[src/rtl/store_write_unit_pkg.sv]
// Shared memory-side types and the store lane packer.
// lane_pack places right-aligned store data into the byte-bank lanes that a WORD load reads.
package store_write_unit_pkg;

  localparam int memory_bits = 10;
  localparam int memory_size = 1 << memory_bits;

  typedef logic [31:0] word;
  typedef logic [31:0] word_address;
  typedef logic [3:0]  byte_enable;
  typedef logic [29:0] word_index;

  typedef enum logic [1:0] {
    BYTE     = 2'd0,
    HALFWORD = 2'd1,
    WORD     = 2'd2
  } load_type;

  typedef struct packed {
    word_index  idx;
    word        data;
    byte_enable byte_en;
  } store_entry;

  typedef struct packed {
    word        data;
    byte_enable byte_en;
    logic       misaligned;
  } lane_pack_t;

  // Bank k sits in bits [31-8k -: 8]; ~offset equals 3-offset for a 2-bit offset.
  function automatic lane_pack_t lane_pack(input logic [1:0] offset, input load_type kind,
                                           input word value);
    lane_pack_t r;
    r = '0;
    case (kind)
      WORD: begin
        r.misaligned = (offset != 2'b00);
        r.data       = value;
        r.byte_en    = 4'b1111;
      end
      HALFWORD: begin
        r.misaligned = offset[0];
        r.data       = {16'h0000, value[15:0]} << {~offset[1], 4'b0000};
        r.byte_en    = 4'b0011 << offset;
      end
      BYTE: begin
        r.misaligned = 1'b0;
        r.data       = {24'h000000, value[7:0]} << {~offset, 3'b000};
        r.byte_en    = 4'b0001 << offset;
      end
      default: r.misaligned = 1'b1;
    endcase
    if (r.misaligned) begin
      r.data    = '0;
      r.byte_en = '0;
    end
    return r;
  endfunction

endpackage

[src/rtl/store_write_unit_if.sv]
// Store request, bank write and hazard probe signals of the store write unit.
// master = memory stage / banks / hazard unit side, slave = the store write unit.
interface store_write_unit_if
  import store_write_unit_pkg::*;
#(
  parameter int DEPTH    = 4,
  parameter int MEM_BITS = memory_bits
);

  logic                   req_valid;
  logic                   req_ready;
  word_address            req_addr;
  word                    req_data;
  load_type               req_type;
  logic                   fault;

  logic                   mem_wr_en;
  logic                   mem_wr_ready;
  logic [MEM_BITS-3:0]    mem_wr_word_addr;
  word                    mem_wr_data;
  byte_enable             mem_wr_byte_en;

  word_address            probe_addr;
  logic                   probe_hit;

  logic [$clog2(DEPTH):0] count;
  logic                   empty;

  modport master (
    output req_valid, req_addr, req_data, req_type, mem_wr_ready, probe_addr,
    input  req_ready, fault, mem_wr_en, mem_wr_word_addr, mem_wr_data, mem_wr_byte_en,
           probe_hit, count, empty
  );

  modport slave (
    input  req_valid, req_addr, req_data, req_type, mem_wr_ready, probe_addr,
    output req_ready, fault, mem_wr_en, mem_wr_word_addr, mem_wr_data, mem_wr_byte_en,
           probe_hit, count, empty
  );

endinterface

[src/rtl/store_write_unit_store_queue.sv]
// In-order DEPTH-entry FIFO of store entries with a parallel word-index match over valid entries.
// Head is presented from registered state; pushes when full and pops when empty are ignored.
module store_queue
  import store_write_unit_pkg::*;
#(
  parameter int DEPTH = 4
) (
  input  logic                   clk,
  input  logic                   reset,
  input  logic                   push,
  input  store_entry             push_entry,
  input  logic                   pop,
  output store_entry             head_entry,
  output logic [$clog2(DEPTH):0] count,
  output logic                   full,
  output logic                   empty,
  input  word_index              match_idx,
  output logic                   match_hit
);

  localparam int PW = $clog2(DEPTH);

  store_entry         mem_q [DEPTH];
  store_entry         mem_d [DEPTH];
  logic [DEPTH-1:0]   valid_q, valid_d;
  logic [PW-1:0]      head_q, head_d;
  logic [PW-1:0]      tail_q, tail_d;
  logic [PW:0]        count_q, count_d;
  logic               do_push, do_pop;

  assign full  = (count_q == (PW+1)'(DEPTH));
  assign empty = (count_q == '0);
  assign count = count_q;

  always_comb begin
    mem_d   = mem_q;
    valid_d = valid_q;
    head_d  = head_q;
    tail_d  = tail_q;
    count_d = count_q;
    do_push = push && !full;
    do_pop  = pop && !empty;
    // head==tail only when empty or full, so push and pop never touch the same slot
    if (do_push) begin
      mem_d[tail_q]   = push_entry;
      valid_d[tail_q] = 1'b1;
      tail_d          = tail_q + PW'(1);
    end
    if (do_pop) begin
      valid_d[head_q] = 1'b0;
      head_d          = head_q + PW'(1);
    end
    case ({do_push, do_pop})
      2'b10:   count_d = count_q + (PW+1)'(1);
      2'b01:   count_d = count_q - (PW+1)'(1);
      default: count_d = count_q;
    endcase
  end

  always_ff @(posedge clk) begin
    if (reset) begin
      for (int i = 0; i < DEPTH; i++) begin
        mem_q[i] <= '0;
      end
      valid_q <= '0;
      head_q  <= '0;
      tail_q  <= '0;
      count_q <= '0;
    end else begin
      mem_q   <= mem_d;
      valid_q <= valid_d;
      head_q  <= head_d;
      tail_q  <= tail_d;
      count_q <= count_d;
    end
  end

  assign head_entry = empty ? '0 : mem_q[head_q];

  always_comb begin
    match_hit = 1'b0;
    for (int i = 0; i < DEPTH; i++) begin
      if (valid_q[i] && (mem_q[i].idx == match_idx)) begin
        match_hit = 1'b1;
      end
    end
  end

endmodule

[src/rtl/store_write_unit.sv]
// Store write unit: alignment check, lane packing and in-order queueing of stores to the byte banks.
// Accepted store reaches the banks the next cycle; req_ready = !full, head holds while mem_wr_ready=0.
module store_write_unit
  import store_write_unit_pkg::*;
#(
  parameter int DEPTH    = 4,
  parameter int MEM_BITS = memory_bits
) (
  input logic clk,
  input logic reset,
  store_write_unit_if.slave bus
);

  lane_pack_t             packed_req;
  store_entry             new_entry;
  store_entry             head_entry;
  word_index              req_idx;
  word_index              probe_idx;
  logic                   handshake;
  logic                   q_push, q_pop;
  logic                   q_full, q_empty, q_hit;
  logic [$clog2(DEPTH):0] q_count;
  logic                   fault_q, fault_d;
  logic                   unused_bits;

  always_comb begin
    packed_req = lane_pack(bus.req_addr[1:0], bus.req_type, bus.req_data);
    handshake  = bus.req_valid && !q_full;
    req_idx    = '0;
    req_idx[MEM_BITS-3:0]   = bus.req_addr[MEM_BITS-1:2];
    probe_idx  = '0;
    probe_idx[MEM_BITS-3:0] = bus.probe_addr[MEM_BITS-1:2];
    new_entry  = '{idx: req_idx, data: packed_req.data, byte_en: packed_req.byte_en};
    // misaligned requests are consumed so the pipeline never stalls on them
    q_push     = handshake && !packed_req.misaligned;
    fault_d    = handshake && packed_req.misaligned;
    q_pop      = !q_empty && bus.mem_wr_ready;
  end

  always_ff @(posedge clk) begin
    if (reset) begin
      fault_q <= 1'b0;
    end else begin
      fault_q <= fault_d;
    end
  end

  store_queue #(
    .DEPTH (DEPTH)
  ) u_queue (
    .clk        (clk),
    .reset      (reset),
    .push       (q_push),
    .push_entry (new_entry),
    .pop        (q_pop),
    .head_entry (head_entry),
    .count      (q_count),
    .full       (q_full),
    .empty      (q_empty),
    .match_idx  (probe_idx),
    .match_hit  (q_hit)
  );

  assign bus.req_ready        = !q_full;
  assign bus.fault            = fault_q;
  assign bus.mem_wr_en        = !q_empty;
  assign bus.mem_wr_word_addr = head_entry.idx[MEM_BITS-3:0];
  assign bus.mem_wr_data      = head_entry.data;
  assign bus.mem_wr_byte_en   = head_entry.byte_en;
  assign bus.probe_hit        = q_hit;
  assign bus.count            = q_count;
  assign bus.empty            = q_empty;

  assign unused_bits = ^{bus.req_addr[31:MEM_BITS], bus.probe_addr[31:MEM_BITS],
                         bus.probe_addr[1:0], head_entry.idx[29:MEM_BITS-2]};

endmodule
[src/flat_wrapper.sv]
// flat-port wrapper written by rule: the top's interface ports become plain ports
module store_write_unit_flat import store_write_unit_pkg::*;
#(
  parameter int DEPTH    = 4,
  parameter int MEM_BITS = memory_bits
)
  (clk, reset, bus_req_valid, bus_req_addr, bus_req_data, bus_req_type, bus_mem_wr_ready, bus_probe_addr, bus_req_ready, bus_fault, bus_mem_wr_en, bus_mem_wr_word_addr, bus_mem_wr_data, bus_mem_wr_byte_en, bus_probe_hit, bus_count, bus_empty);
  store_write_unit_if #(.DEPTH(DEPTH), .MEM_BITS(MEM_BITS)) bus_i ();
  input logic clk;
  input logic reset;
  input wire logic [$bits(bus_i.req_valid)-1:0] bus_req_valid;
  input wire logic [$bits(bus_i.req_addr)-1:0] bus_req_addr;
  input wire logic [$bits(bus_i.req_data)-1:0] bus_req_data;
  input wire logic [$bits(bus_i.req_type)-1:0] bus_req_type;
  input wire logic [$bits(bus_i.mem_wr_ready)-1:0] bus_mem_wr_ready;
  input wire logic [$bits(bus_i.probe_addr)-1:0] bus_probe_addr;
  output wire logic [$bits(bus_i.req_ready)-1:0] bus_req_ready;
  output wire logic [$bits(bus_i.fault)-1:0] bus_fault;
  output wire logic [$bits(bus_i.mem_wr_en)-1:0] bus_mem_wr_en;
  output wire logic [$bits(bus_i.mem_wr_word_addr)-1:0] bus_mem_wr_word_addr;
  output wire logic [$bits(bus_i.mem_wr_data)-1:0] bus_mem_wr_data;
  output wire logic [$bits(bus_i.mem_wr_byte_en)-1:0] bus_mem_wr_byte_en;
  output wire logic [$bits(bus_i.probe_hit)-1:0] bus_probe_hit;
  output wire logic [$bits(bus_i.count)-1:0] bus_count;
  output wire logic [$bits(bus_i.empty)-1:0] bus_empty;
  assign bus_i.req_valid = bus_req_valid;
  assign bus_i.req_addr = bus_req_addr;
  assign bus_i.req_data = bus_req_data;
  assign bus_i.req_type = bus_req_type;
  assign bus_i.mem_wr_ready = bus_mem_wr_ready;
  assign bus_i.probe_addr = bus_probe_addr;
  assign bus_req_ready = bus_i.req_ready;
  assign bus_fault = bus_i.fault;
  assign bus_mem_wr_en = bus_i.mem_wr_en;
  assign bus_mem_wr_word_addr = bus_i.mem_wr_word_addr;
  assign bus_mem_wr_data = bus_i.mem_wr_data;
  assign bus_mem_wr_byte_en = bus_i.mem_wr_byte_en;
  assign bus_probe_hit = bus_i.probe_hit;
  assign bus_count = bus_i.count;
  assign bus_empty = bus_i.empty;
  store_write_unit #(.DEPTH(DEPTH), .MEM_BITS(MEM_BITS)) u_core (.clk(clk), .reset(reset), .bus(bus_i));
endmodule
[config.mk]
export PLATFORM = sky130hd
export DESIGN_NAME = store_write_unit_flat
export DESIGN_NICKNAME = d
export VERILOG_FILES = /design/src/rtl/store_write_unit_pkg.sv /design/src/rtl/store_write_unit_if.sv /design/src/rtl/store_write_unit_store_queue.sv /design/src/rtl/store_write_unit.sv /design/src/flat_wrapper.sv
export SDC_FILE = /design/constraint.sdc
export NUM_CORES = 1
export LEC_CHECK = 0
export ABC_AREA = 1
export BUFFER_PORTS_ARGS = -buffer_cell sky130_fd_sc_hd__buf_2
export CAP_MARGIN = 20
export CELL_PAD_IN_SITES_DETAIL_PLACEMENT = 1
export CELL_PAD_IN_SITES_GLOBAL_PLACEMENT = 1
export CORE_MARGIN = 5
export CORE_UTILIZATION = 36
export CTS_CLUSTER_DIAMETER = 30
export DETAILED_ROUTE_END_ITERATION = 8
export HOLD_SLACK_MARGIN = 0.1
export PLACE_DENSITY_LB_ADDON = 0.1
export SYNTH_ARGS = -nofsm -noshare
export SYNTH_HDL_FRONTEND = slang
export SYNTH_SLANG_ARGS = --single-unit
[constraint.sdc]
create_clock -name clk -period 2.14 [get_ports clk]
set_clock_uncertainty 0.15 [all_clocks]
set_input_delay 0.214 -clock clk [delete_from_list [all_inputs] [get_ports clk]]
set_output_delay 0.214 -clock clk [all_outputs]
set_load 0.005 [all_outputs]
# Word-level counts from Yosys, hierarchy flattened
# Cells that the tools add are included.
[classes]
addsub = 4
n_mul = 0
n_div = 0
magnitude_cmp = 7
n_eq_ne = 9
shifts = 4
mux = 21
n_bitwise = 7
reduce_logical = 20
[ops]
columns = ["cell", "n"]
rows = [
  ["264-bit bitwise mux", 1],
  ["66-bit binary-select mux with 2-bit select", 1],
  ["66-bit demux with 2-bit select", 1],
  ["44-bit 2-to-1 mux", 3],
  ["30-bit by 8-bit == test with 1-bit output", 4],
  ["36-bit one-hot mux with 3 select lines", 1],
  ["66-bit 2-to-1 mux", 1],
  ["36-bit 2-to-1 mux", 1],
  ["16-bit by 5-bit left shift with 32-bit output", 1],
  ["8-bit by 5-bit left shift with 32-bit output", 1],
  ["1-bit logical AND", 13],
  ["4-bit 2-to-1 mux", 2],
  ["3-bit >= comparator, second input constant", 2],
  ["2-bit by 3-bit less-than comparator with 1-bit output, second input constant", 2],
  ["1-bit 2-to-1 mux", 6],
  ["2-bit inverter with 3-bit output", 2],
  ["3-bit one-hot mux with 2 select lines", 1],
  ["2-bit by 1-bit adder with 2-bit output, second input constant", 2],
  ["4-bit bitwise AND", 1],
  ["1-bit demux with 2-bit select", 2],
  ["2-bit by 1-bit == test with 1-bit output, second input constant", 2],
  ["2-bit == test, second input constant", 2],
  ["2-bit by 1-bit >= comparator with 1-bit output, second input constant", 2],
  ["4-bit inverter", 1],
  ["other kinds (14)", 17],
]
[word_totals]
regBits = 276
latchBits = 0
ram_bits = 0
mem_bits_ro = 0
in_bits = 102
out_inout_bits = 52
wordCells = 89
memories = 0

# Depth between registers and ports, before layout
[depth]
ltp_word = 8
ltp_mapped = 12
ltp_nobuf = 11

# Cells and area by module
# A second synthesis with hierarchy kept.
[hier_totals]
cells_unflattened = 2328
area_unflattened_um2 = 15145.8
[by_module_without_submodules]
columns = ["mod", "n_inst", "cells_each", "area_per_inst_um2", "seq_area_each_um2"]
rows = [
  ["store_queue", 1, 2059, 13915.8, 5505.3],
  ["store_write_unit", 1, 269, 1229.9, 20.0],
]

# Worst setup path after synthesis
# Ideal clock, no wire load.
[synth_timing]
path_type = "input to register"
from = "input port bus_req_addr[1]"
to = "register u_core.u_queue.count_q[2], in the netlist u_core.u_queue.count[2]"
arrival_time_ps = 1758
t_required_ps = 1868
path_slack_ps = 109
stages = 10
cell_sequence = "clkbuf_1 nand2_1 nand4_1 ha_1 inv_1 fa_1 a21oi_1 o21ai_0 o21ai_0 a21oi_1"
[synth_via]
elab_chain_cells = 7
[synth_rtl]
columns = ["element", "line_no", "rtl"]
rows = [
  ["start, declared", "flat_wrapper.sv:12", "input wire logic [$bits(bus_i.req_addr)-1:0] bus_req_addr;"],
  ["2-bit nonzero test (*)", "store_write_unit_pkg.sv:38", "r.misaligned = (offset != 2'b00);"],
  ["1-bit one-hot mux with 3 select lines (*)", "store_write_unit_pkg.sv:36", "case (kind)"],
  ["1-bit logical NOT (*)", "store_write_unit.sv:35", "q_push = handshake && !packed_req.misaligned;"],
  ["1-bit logical AND (*)", "store_write_unit.sv:35", ""],
  ["1-bit logical AND (*)", "store_write_unit_store_queue.sv:41", "do_push = push && !full;"],
  ["2-bit by 1-bit == test with 1-bit output / 2-bit == test (equally long branches)", "store_write_unit_store_queue.sv:53", "case ({do_push, do_pop})"],
  ["3-bit one-hot mux with 2 select lines / 2-bit nonzero test (equally long branches)", "--", ""],
  ["end signal, assigned", "store_write_unit_store_queue.sv:74", "count_q <= count_d;"],
  ["end, declared", "store_write_unit_store_queue.sv:28", "logic [PW:0] count_q, count_d;"],
]
# Mark *: on every way between the ends. The rest lies on a longest branch, timed or not.
# A chain may end at the register's enable or synchronous reset.

# Final worst setup path
[layout_timing]
from = "register u_core.u_queue.head_q[1]"
to = "output port bus_mem_wr_data[11]"
[layout_via]
elab_chain_cells = 5
[layout_rtl]
columns = ["element", "line_no", "rtl"]
rows = [
  ["start, declared", "store_write_unit_store_queue.sv:26", "logic [PW-1:0] head_q, head_d;"],
  ["start signal, assigned", "store_write_unit_store_queue.sv:66", "head_q <= '0;"],
  ["start signal, assigned", "store_write_unit_store_queue.sv:72", "head_q <= head_d;"],
  ["2-bit inverter with 3-bit output (not written as such)", "store_write_unit_store_queue.sv:78", "assign head_entry = empty ? '0 : mem_q[head_q];"],
  ["66-bit binary-select mux with 2-bit select", "store_write_unit_store_queue.sv:78", ""],
  ["44-bit 2-to-1 mux (not written as such) (2 in series)", "store_write_unit_store_queue.sv:78", ""],
  ["44-bit 2-to-1 mux", "store_write_unit_store_queue.sv:78", ""],
  ["end, declared", "flat_wrapper.sv:21", "output wire logic [$bits(bus_i.mem_wr_data)-1:0] bus_mem_wr_data;"],
]
# Every way passes these cells. The select of a mux whose other input is x is not followed.

==> impl_metrics.py <==
metrics = {
    "synthesis": {
        "yosys_warnings": 0,
        "synth.largest_area_cell": "dfxtp_1",
        "syn_nets": 1803,
        "synth_top_area_share_pct": 37.2,
        "ys_seq_area_share_pct": 37.2,
        "ys_ff_latch": 188,
        "synth.area.top_cells": "dfxtp_1, nor2_1, nand2_1",
        "syn_area_um2": 10100,
        "synth.distinct_cells": 26,
        "synth_area_per_cell_um2": 5.99,
        "synth_cells": 1691,
    },
    "timing": {
        "tightest_slew_ns": 0.674,
        "setup_viol": 5,
        "relSlewSlack_pct": 54.9,
        "fmax_ghz": 0.459,
        "period_share_pct": 102,
        "hold_viol_final": 0,
        "period_needed_ns": 2.18,
        "setup_slack_ns": -0.0369,
        "slew_violations": 0,
        "setup_tns_ns": -0.0994,
        "rsz0062_at_grt": "true",
    },
    "place": {
        "pre_cts_ws_ns": -0.0186,
        "routabilityCongestion": 0.875,
        "post-dp-hpwl_um": 24300,
        "dp.cells": 2132,
        "port_buffers": 107,
    },
    "cts": {
        "numCtsBuffers": 17,
        "clkLatencyLatePin_ns": 0.45,
        "clockRootBuffer": "clkbuf_16",
        "clockBufferDepth": 2,
        "cts_tree": "built",
        "cts.clk_slew.worst_paths_ns": 0.07,
        "htree_levels": 4,
        "cts_sinks": 188,
    },
    "routing": {
        "firstDrtPassIters": 5,
        "viasPerCell": 5.04,
        "wl_per_cell_um": 18.3,
        "vias": 11000,
        "first_iter_violations": 773,
        "ant_nets": 0,
        "wl_um": 40100,
        "drc": 0,
    },
    "floorplan": {
        "initial_core_util_pct": 36.4,
        "io_pins": 154,
        "die_area_um2": 31600,
        "die_h_um": 178,
        "fp-row-count": 61,
        "core_um2": 27800,
        "die_w_um": 178,
    },
    "outcome": {
        "status": "complete, but fails checks",
        "violations": "setup timing",
    },
    "global_route": {
        "grt_pass1_wl_um": 59900,
        "grt_max_degree": 72,
        "grt_pass1_vias": 11200,
        "overflow": 0,
        "antenna_found_initial": 0,
        "gr-usage-all-layers_pct": 24.1,
    },
    "worst_setup_path": {
        "start_kind": "flip-flop",
        "cp-end-kind": "output port",
        "cp.arrival_ns": 1.81,
        "cpMaxStageDelayCell": "dfxtp_4",
        "path_buf_inv": 4,
        "crit_top_cell": "a21oi_2",
        "crit_fanout": 8,
        "crit_family": "buffers and inverters",
        "path_cells": "clkinvlp_4 -> buf_12 -> clkbuf_16 -> a21oi_2 -> o21ai_1 -> a21oi_2 -> buf_2",
        "cp_slowest_stage_delay_ns": 0.37,
        "criticalPathCategory": "flip-flop to output port",
        "required_ns": 1.78,
    },
    "final_layout": {
        "area_delta_synth_final_pct": 25.5,
        "diodes": 0,
        "drive_gt1_share_pct": 15.7,
        "utilization_pct": 45.7,
        "fin_cells": 2194,
        "layout.nets": 1915,
    },
    "power": {
        "power.leakage_uw": 0.00601,
        "irDropWorstVdd_v": 0.000499,
        "power.total_uw": 11900,
        "p_per_area_nw_per_um2": 938,
    },
    "job": {
        "cap_violations": 0,
    },
    "hold_path": {
        "hold_class": "input port to flip-flop",
    },
}
[cells in the final DEF (no fill, tap or decap), types with 9 or more instances in the layout]
cell / instances
buf_12: 17
buf_2: 107
inv_1: 152
a21oi_2: 27
nand2_1: 351
nand3_1: 143
a21oi_1: 78
buf_4: 46
o21ai_0: 61
clkbuf_16: 25
dlygate4sd3_1: 12
nor2_1: 489
o21ai_1: 35
dfxtp_1: 183
ha_1: 9
xnor2_1: 9
[final cells by class]
class / instances / area (um2)
flip-flops and latches: 188 / 3770
clock buffers: 18 / 439
repair buffers: 200 / 1710
fillers: 3755 / 15100
well taps: 378 / 473
clock inverters: 14 / 194
multi-input cells: 1236 / 5490
inverters: 160 / 624
[cell families after synthesis]
family                     count (synthesis)  share of synthesized area, %
AOI/OAI and AO/OA                        215                          10.8
xor gates and xnor gates                   9                         0.779
adders and majority gates                 10                          1.31
buffers and inverters                    267                          10.4
DFF                                      188                          37.2
and+or+nand+nor                         1002                          39.5
[state kept, by name, summed over array words and instances (netlist names)]
signal / cells
u_core.u_queue.tail_q: 2
u_core.u_queue.valid_q: 4
u_core.u_queue.count: 3
u_core.bus.fault: 1
u_core.u_queue.head_q: 2
u_core.u_queue.mem_q: 176
[metrics by stage]
stage,cell area [um2],hold slack (ns)
3_5_place_dp,11300,0.302
2_1_floorplan,10100,0.133
5_1_grt,12700,0.155
6_report,12700,0.127
4_1_cts,12200,0.102
3_3_place_gp,11300,0.293
[cell usage after synthesis]
master / count
dfxtp_1: 188
nor2_8: 1
nor2_4: 1
fa_1: 1
nand2_2: 3
clkbuf_1: 51
o211ai_1: 3
nor2_2: 1
xnor2_1: 9
o21ai_0: 101
inv_1: 152
nand2_4: 2
ha_1: 9
clkinv_1: 3
a21oi_2: 1
nand2_1: 351
nand4_1: 1
a21oi_1: 107
buf_2: 32
nor2_1: 498
a21boi_0: 3
nor3b_1: 1
inv_2: 5
buf_4: 4
buf_1: 20
nand3_1: 143
[path summary, 6_finish.rpt]
| check | from | endpoint | slack, ns | cells after the start |
|---|---|---|---|---|
| worst max-delay path | u_core.u_queue.head_q[1] | bus_mem_wr_data[11] | -0.04 | 7 |
| worst min register to register | u_core.u_queue.mem_q[156] | u_core.u_queue.mem_q[156] | 0.32 | 2 |
| worst max register to register | u_core.u_queue.count[0] | u_core.u_queue.count[2] | 0.14 | 10 |
| worst min-delay path | bus_req_data[6] | u_core.u_queue.mem_q[142] | 0.13 | 5 |
[what timing repair did]
| action | CTS | global route |
|---|---|---|
| gates resized for setup | 16 | 105 |
| hold endpoints to repair | 42 | 0 |
| gates cloned | 2 | 12 |
| hold buffers | 12 | 0 |
| pin swaps | 3 | 33 |
| setup endpoints to repair | 33 | 43 |
| setup buffers | 0 | 4 |
[worst reg2reg max path: cells and delay by family, from the launching register on]
| kind | cells | cell delay (ns) |
|---|---|---|
| AO/OA/AOI/OAI | 4 | 0.42 |
| adder cells (fa/ha/maj) | 2 | 0.53 |
| buffers and inverters | 1 | 0.07 |
| flip-flops | 1 | 0.33 |
| AND/OR/NAND/NOR | 3 | 0.38 |
[report_power, final]
group	total [uW]	switching (uW)	leakage (uW)	internal, uW
clock network	3480	1640	0.000308	1840
registers	3800	122	0.00153	3680
logic	4640	2880	0.00418	1760
[routing by layer]
metal / wire length [um] / part of all wire [%] / global-route usage (%)
met5: 0 / 0 / 0
met4: 1190 / 3.0 / 7.32
met2: 18900 / 47 / 41.7
met1: 18400 / 46 / 31.5
met3: 1670 / 4.1 / 2.68
Power figures use the tool's default switching activity.
